[config.mk]
export PLATFORM = sky130hd
export DESIGN_NAME = arb2_rr_sel
export DESIGN_NICKNAME = d
export VERILOG_FILES = /design/src/rtl/arb_pkg.sv /design/src/rtl/arb_hold_timer.sv /design/src/rtl/arb2_rr_sel.sv
export SDC_FILE = /design/constraint.sdc
export NUM_CORES = 1
export LEC_CHECK = 0
export ABC_CLOCK_PERIOD_IN_PS = 6900
export CAP_MARGIN = 30
export CORE_MARGIN = 2
export CORE_UTILIZATION = 50
export DETAILED_ROUTE_END_ITERATION = 10
export PLACE_DENSITY = 0.71
export SKIP_CTS_REPAIR_TIMING = 1
export SYNTH_ARGS = -nofsm -noshare
export SYNTH_HDL_FRONTEND = slang
export SYNTH_SLANG_ARGS = --single-unit
[constraint.sdc]
create_clock -name CLK -period 6.9 [get_ports CLK]
set_clock_uncertainty 0.15 [all_clocks]
set_input_delay 1.38 -clock CLK [delete_from_list [all_inputs] [get_ports CLK]]
set_output_delay 1.38 -clock CLK [all_outputs]
set_load 0.005 [all_outputs]
[src/rtl/arb_pkg.sv]
// Shared types and constants for the two-requester round-robin arbiter.
package arb_pkg;

   typedef enum logic [1:0] {ST_IDLE, ST_OWN_A, ST_OWN_B} arb_state_t;

   localparam logic SEL_A = 1'b0;
   localparam logic SEL_B = 1'b1;

endpackage

[src/rtl/arb_hold_timer.sv]
// Counts contended ownership cycles and flags the cycle on which the owner must yield.
module arb_hold_timer #(
   parameter int unsigned CNT_W    = 4,
   parameter int unsigned MAX_HOLD = 4
) (
   input  logic CLK,
   input  logic RST,
   input  logic CLR,
   input  logic INC,
   output logic EXPIRE
);

   localparam logic [CNT_W-1:0] LAST = (MAX_HOLD == 0) ? '0 : CNT_W'(MAX_HOLD - 1);

   logic [CNT_W-1:0] cnt_q, cnt_d;

   // Saturate rather than wrap; only reachable when preemption is disabled.
   always_comb begin
      cnt_d = cnt_q;
      if (CLR) begin
         cnt_d = '0;
      end else if (INC && (cnt_q != '1)) begin
         cnt_d = cnt_q + CNT_W'(1);
      end
   end

   always_ff @(posedge CLK) begin
      if (RST) begin
         cnt_q <= '0;
      end else begin
         cnt_q <= cnt_d;
      end
   end

   assign EXPIRE = (MAX_HOLD != 0) && (cnt_q == LAST) && INC;

endmodule

[src/rtl/arb2_rr_sel.sv]
// Two-requester round-robin arbiter with registered one-hot grants, mux select and
// bounded-hold preemption.
module arb2_rr_sel
   import arb_pkg::*;
#(
   parameter int unsigned MAX_HOLD = 4,
   parameter int unsigned CNT_W    = 4
) (
   input  logic CLK,
   input  logic RST,
   input  logic REQ_A,
   input  logic REQ_B,
   output logic GNT_A,
   output logic GNT_B,
   output logic MUX_SEL,
   output logic BUSY,
   output logic PREEMPT
);

   arb_state_t state_q, state_d;
   logic       last_b_q, last_b_d;
   logic       mux_sel_q, mux_sel_d;
   logic       preempt_q, preempt_d;
   logic       gnt_a_q, gnt_b_q;
   logic       hold_inc, hold_clr, hold_expire;

   // A contended cycle: we own the resource and the other side is waiting.
   assign hold_inc = ((state_q == ST_OWN_A) && REQ_B) || ((state_q == ST_OWN_B) && REQ_A);
   assign hold_clr = (state_d != state_q) || !hold_inc;

   arb_hold_timer #(
      .CNT_W    (CNT_W),
      .MAX_HOLD (MAX_HOLD)
   ) u_hold_timer (
      .CLK    (CLK),
      .RST    (RST),
      .CLR    (hold_clr),
      .INC    (hold_inc),
      .EXPIRE (hold_expire)
   );

   always_comb begin
      state_d   = state_q;
      preempt_d = 1'b0;
      unique case (state_q)
         ST_IDLE: begin
            if (REQ_A && REQ_B) begin
               state_d = last_b_q ? ST_OWN_A : ST_OWN_B;
            end else if (REQ_A) begin
               state_d = ST_OWN_A;
            end else if (REQ_B) begin
               state_d = ST_OWN_B;
            end
         end
         ST_OWN_A: begin
            if (!REQ_A) begin
               state_d = REQ_B ? ST_OWN_B : ST_IDLE;
            end else if (REQ_B && hold_expire) begin
               state_d   = ST_OWN_B;
               preempt_d = 1'b1;
            end
         end
         ST_OWN_B: begin
            if (!REQ_B) begin
               state_d = REQ_A ? ST_OWN_A : ST_IDLE;
            end else if (REQ_A && hold_expire) begin
               state_d   = ST_OWN_A;
               preempt_d = 1'b1;
            end
         end
         default: state_d = ST_IDLE;
      endcase
   end

   // Pointer and select follow the owner; both hold their value while idle.
   always_comb begin
      last_b_d  = last_b_q;
      mux_sel_d = mux_sel_q;
      if (state_d == ST_OWN_A) begin
         last_b_d  = 1'b0;
         mux_sel_d = SEL_A;
      end else if (state_d == ST_OWN_B) begin
         last_b_d  = 1'b1;
         mux_sel_d = SEL_B;
      end
   end

   always_ff @(posedge CLK) begin
      if (RST) begin
         state_q   <= ST_IDLE;
         last_b_q  <= 1'b1;
         mux_sel_q <= SEL_A;
         preempt_q <= 1'b0;
         gnt_a_q   <= 1'b0;
         gnt_b_q   <= 1'b0;
      end else begin
         state_q   <= state_d;
         last_b_q  <= last_b_d;
         mux_sel_q <= mux_sel_d;
         preempt_q <= preempt_d;
         gnt_a_q   <= (state_d == ST_OWN_A);
         gnt_b_q   <= (state_d == ST_OWN_B);
      end
   end

   assign GNT_A   = gnt_a_q;
   assign GNT_B   = gnt_b_q;
   assign MUX_SEL = mux_sel_q;
   assign BUSY    = gnt_a_q | gnt_b_q;
   assign PREEMPT = preempt_q;

endmodule

== Word-level counts from Yosys, hierarchy flattened ==
Cells that the tools add are included.

* Add/subtract/negate cells: 1
* Equal/unequal tests: 7
* Multiplexer cells: 18
* Bitwise logic cells: 1
* Reduce and logical (&&, ||, !) cells: 14

{| class="wikitable"
|+ Operators with widths
! cell !! number
|-
| $mux W2 || 9
|-
| $logic_and A1 B1 Y1 || 7
|-
| $mux W1 || 7
|-
| $pmux W2 S3 || 1
|-
| $add A4 B1 Y4 const B || 1
|-
| $eq A2 B1 Y1 const B || 2
|-
| $eq A2 B2 Y1 const B || 2
|-
| $eq A4 B2 Y1 const B || 1
|-
| $ne A4 B4 Y1 const B || 1
|-
| $reduce_or A2 Y1 || 2
|-
| $logic_not A2 Y1 || 1
|-
| $logic_or A1 B1 Y1 || 2
|-
| $ne A2 B2 Y1 || 1
|-
| $pmux W1 S2 || 1
|-
| $reduce_bool A2 Y1 || 1
|-
| $logic_not A1 Y1 || 1
|-
| $or A1 B1 Y1 || 1
|}

* Flip-flop bits (word level): 11
* Input bits: 4
* Output and inout bits: 5
* Logic and storage cells: 48

== Logic depth before layout (Yosys ltp) ==
* Depth after elaboration: 11
* Depth in mapped cells: 10
* Mapped depth without buffers: 10

== Modules after synthesis ==
A second synthesis with hierarchy kept.

* Cell total of the unflattened synthesis: 89
* Area, all modules: 752.0 um2

{| class="wikitable"
|+ By module, submodules not included
! module !! times used !! cells an instance !! area an instance (um2) !! sequential area each (um2)
|-
| arb2_rr_sel || 1 || 66 || 558.0 || 140.1
|-
| arb_hold_timer || 1 || 23 || 193.9 || 80.1
|}

== Worst setup path before layout ==
OpenSTA, ideal clock, no wires.

* Kind: input to register
* Start point: in REQ_A
* End point: reg last_b_q
* Setup time: 0.117 ns
* Data arrival time: 2.803 ns
* Data required time: 6.633 ns
* Path slack: 3.831 ns
* Cell stages on the path: 8
* Path buffers: 1
* Cell sequence: buf_4 -> inv_1 -> or3_1 -> a22o_1 -> and2_1 -> ha_1 -> mux2i_1 -> nand2b_1

* Longest elaborated chain between the ends: 9
* Elaborated cells on any way between the ends: 18
* Those cells by class: eq/ne (2); mux (9); reduce/logical (7)

{| class="wikitable"
|+ Ends and longest elaborated chain
! item !! RTL line !! RTL
|-
| start: declaration || arb2_rr_sel.sv:11 || <nowiki>input logic REQ_A,</nowiki>
|-
| $logic_and A1 B1 Y1 || arb2_rr_sel.sv:28 || <nowiki>assign hold_inc = ((state_q == ST_OWN_A) && REQ_B) || ((state_q == ST_OWN_B) && REQ_A);</nowiki>
|-
| $logic_or A1 B1 Y1 || arb2_rr_sel.sv:28 ||
|-
| $logic_and A1 B1 Y1 || arb_hold_timer.sv:35 || <nowiki>assign EXPIRE = (MAX_HOLD != 0) && (cnt_q == LAST) && INC;</nowiki>
|-
| $logic_and A1 B1 Y1, on equally long branches || arb2_rr_sel.sv:66, arb2_rr_sel.sv:58 ||
|-
| $mux W2, on equally long branches || arb2_rr_sel.sv:66, arb2_rr_sel.sv:58 ||
|-
| $mux W2, on equally long branches || arb2_rr_sel.sv:64, arb2_rr_sel.sv:56 ||
|-
| $pmux W2 S3 * || arb2_rr_sel.sv:45 || <nowiki>unique case (state_q)</nowiki>
|-
| $eq A2 B1 Y1 or $eq A2 B2 Y1 (tied branches) || arb2_rr_sel.sv:79, arb2_rr_sel.sv:82 ||
|-
| $mux W1 or $reduce_bool A2 Y1 (tied branches) || - ||
|-
| end signal: assignment || arb2_rr_sel.sv:98 || <nowiki>last_b_q <= last_b_d;</nowiki>
|-
| end: declaration || arb2_rr_sel.sv:21 || <nowiki>logic last_b_q, last_b_d;</nowiki>
|}

Every way passes the cells marked *; elsewhere a longest branch is shown, timed or not.
A chain may end at the register's enable or synchronous reset.

== Worst setup path in the final report ==
Ends and elaborated chain as after synthesis.

==> flow_summary.toml <==
[sta]
hold_viol = 0
fin_crit_sh_pct = 50.8
period_needed_ns = 3.50
tightest_slew_ns = 0.596
rsz0062_at_grt = "false"
slew_headroom_pct = 59.6
setup_viol = 0
final_max_slew_viol_count = 0
fin_setup_tns_ns = 0
fmax_mhz = 285

[power]
power.total_uw = 192
ir_drop_v = 0.000224
p_leak_uw = 0.000346
p_per_area_mw_per_mm2 = 218

[synthesis]
synth_top_area_share_pct = 28.7
async_flop_share_pct = 0
yosys-top-cells-count = "11 x dfxtp_1, 7 x a21oi_1, 7 x ha_1"
synth_area_um2 = 768
synth-edff-count = 0
yosysMostFrequentCell = "dfxtp_1"
netlist_top_cells_area = "dfxtp_1 29%, ha_1 11%, a21oi_1 4.6%"
synth_area_per_cell_um2 = 8.63
yosysSeqAreaShare_pct = 28.7
synth_cells = 89
ys.flop_type = "dfxtp_1"
synth-seq-cells = 11
syn_nets = 100
yosysTopAreaCell = "dfxtp_1"
synth_warnings = 0
yosysUniqueCellTypes = 37

[run]
cap_violations = 0

[die]
start_util_pct = 52.2
core_area_mm2 = 0.00147
rows = 14
die_h_um = 43.2
die_w_um = 43.2
die_area_mm2 = 0.00187
ioPinCount = 9

[clock_network]
clock_path_buffers = 2
cts_num_sinks = 11
cts.clk_slew.worst_paths_ns = 0.06
cts_buffers = 3
clockRootBuffer = "clkbuf_4"
insertion_delay_ns = 0.26
cts_tree = "built"
cts_max_level = 1

[placed_design]
dpl_cell_area_um2 = 856
place.port_buffers = 8
hpwl_um = 1250
place.gp.congestion = 0.907

[worst_hold_path]
hp-class = "flip-flop to flip-flop"

[global_routing]
grt_pass1_vias = 607
antenna_found_initial = 0
grt_max_degree = 14
grt_pass1_wl_um = 2680
overflow = 0
grt_usage_pct = 19.1

[setup_path]
required_ns = 6.90
arrival_ns = 3.51
critical_path_class = "primary input to flip-flop"
worstSetupEndpointType = "flip-flop"
cp_max_fo = 13
start_kind = "primary input"

[status]
outcome = "finished, final reports clean"

[route]
drc_errors = 0
drt_iter0_markers = 23
dr.pass1.iters = 4
vias = 699
drt-total-wl_um = 1590
via_per_inst = 6.08
routedWlPerCell_um = 13.8
drtAntennaViolNets = 0

[final_layout]
fillCellCount = 135
finish.utilization_pct = 59.9
n_antenna_cell = 0
area_growth_pct = 14.8
nNetsFinal = 111
drive_above_1_share_pct = 7.07
fin_area_um2 = 882
[path summary, 6_finish.rpt]
check,from,end,slack [ns],depth (start not counted)
setup / recovery,REQ_A,last_b_q,3.40,8
hold / removal,MUX_SEL,MUX_SEL,0.34,2
setup reg to reg,state_q[0],last_b_q,4.47,8
hold reg to reg,MUX_SEL,MUX_SEL,0.34,2
[per-stage QoR]
step	hold slack (ns)	worst slack [ns]	std cells
global placement	0.329	3.18	111
finish	0.341	3.40	115
global route	0.417	3.26	115
floorplan	0.321	3.83	89
CTS	0.345	3.41	115
detailed placement	0.332	3.14	111
[critical path: stages]
cell             delay [ns]
clkdlybuf4s50_1        0.69
inv_1                  0.10
or3_1                  0.38
a22o_1                 0.27
and2_1                 0.16
ha_1                   0.28
mux2i_1                0.18
nand2b_1               0.07
[routing by layer]
metal	part of all wire, %	track usage, %
met4	0	1.82
met3	4.0	7.66
met1	46	23.3
met5	0	0
met2	50	32.5
[final cells by class]
cell class / instances / area (µm²) / area share [%]
repair buffers: 8 / 80.1 / 9.08
clock buffers: 4 / 26.3 / 2.98
multi-input cells: 71 / 517 / 58.6
well taps: 16 / 20.0 / 2.27
flip-flops and latches: 11 / 220 / 25.0
inverters: 5 / 18.8 / 2.13
[kinds of logic (layout without fill, tap and decap cells)]
kind of cell               count (synthesis)  after routing  synth area share, %
and+or+nand+nor                           37             37                 29.8
AOI/OAI and AO/OA                         23             23                 21.0
DFF                                       11             11                 28.7
adders and majority gates                  7              7                 11.4
buffers and inverters                      7             17                 4.07
muxes                                      3              3                 3.91
xor gates and xnor gates                   1              1                 1.14
[power by group]
group          total (µW)  switching (µW)  leakage [µW]  internal (µW)
combinational        72.8            37.2      0.000241           35.6
clock                42.3            19.9     0.0000150           22.3
sequential           77.2            6.93     0.0000895           70.3
total                 192            64.1      0.000346            128
[registers in the layout, indices dropped and copies added, names as in the netlist]
name,flops
MUX_SEL,1
PREEMPT,1
GNT_A,1
state_q,2
GNT_B,1
last_b_q,1
u_hold_timer.cnt_q,4
[layout by cell type, fill, tap and decap left out, types with 3 or more instances in the layout]
| cell type | count |
|---|---|
| nor4_1 | 3 |
| mux2i_1 | 3 |
| inv_1 | 5 |
| dfxtp_1 | 11 |
| nor3b_1 | 3 |
| nand2_1 | 5 |
| nand2b_1 | 4 |
| a21oi_1 | 7 |
| clkdlybuf4s50_1 | 8 |
| ha_1 | 7 |
| clkbuf_4 | 3 |
| and2_1 | 3 |
| nor2_1 | 3 |
| nor2b_1 | 4 |
Power figures use the tool's default switching activity.
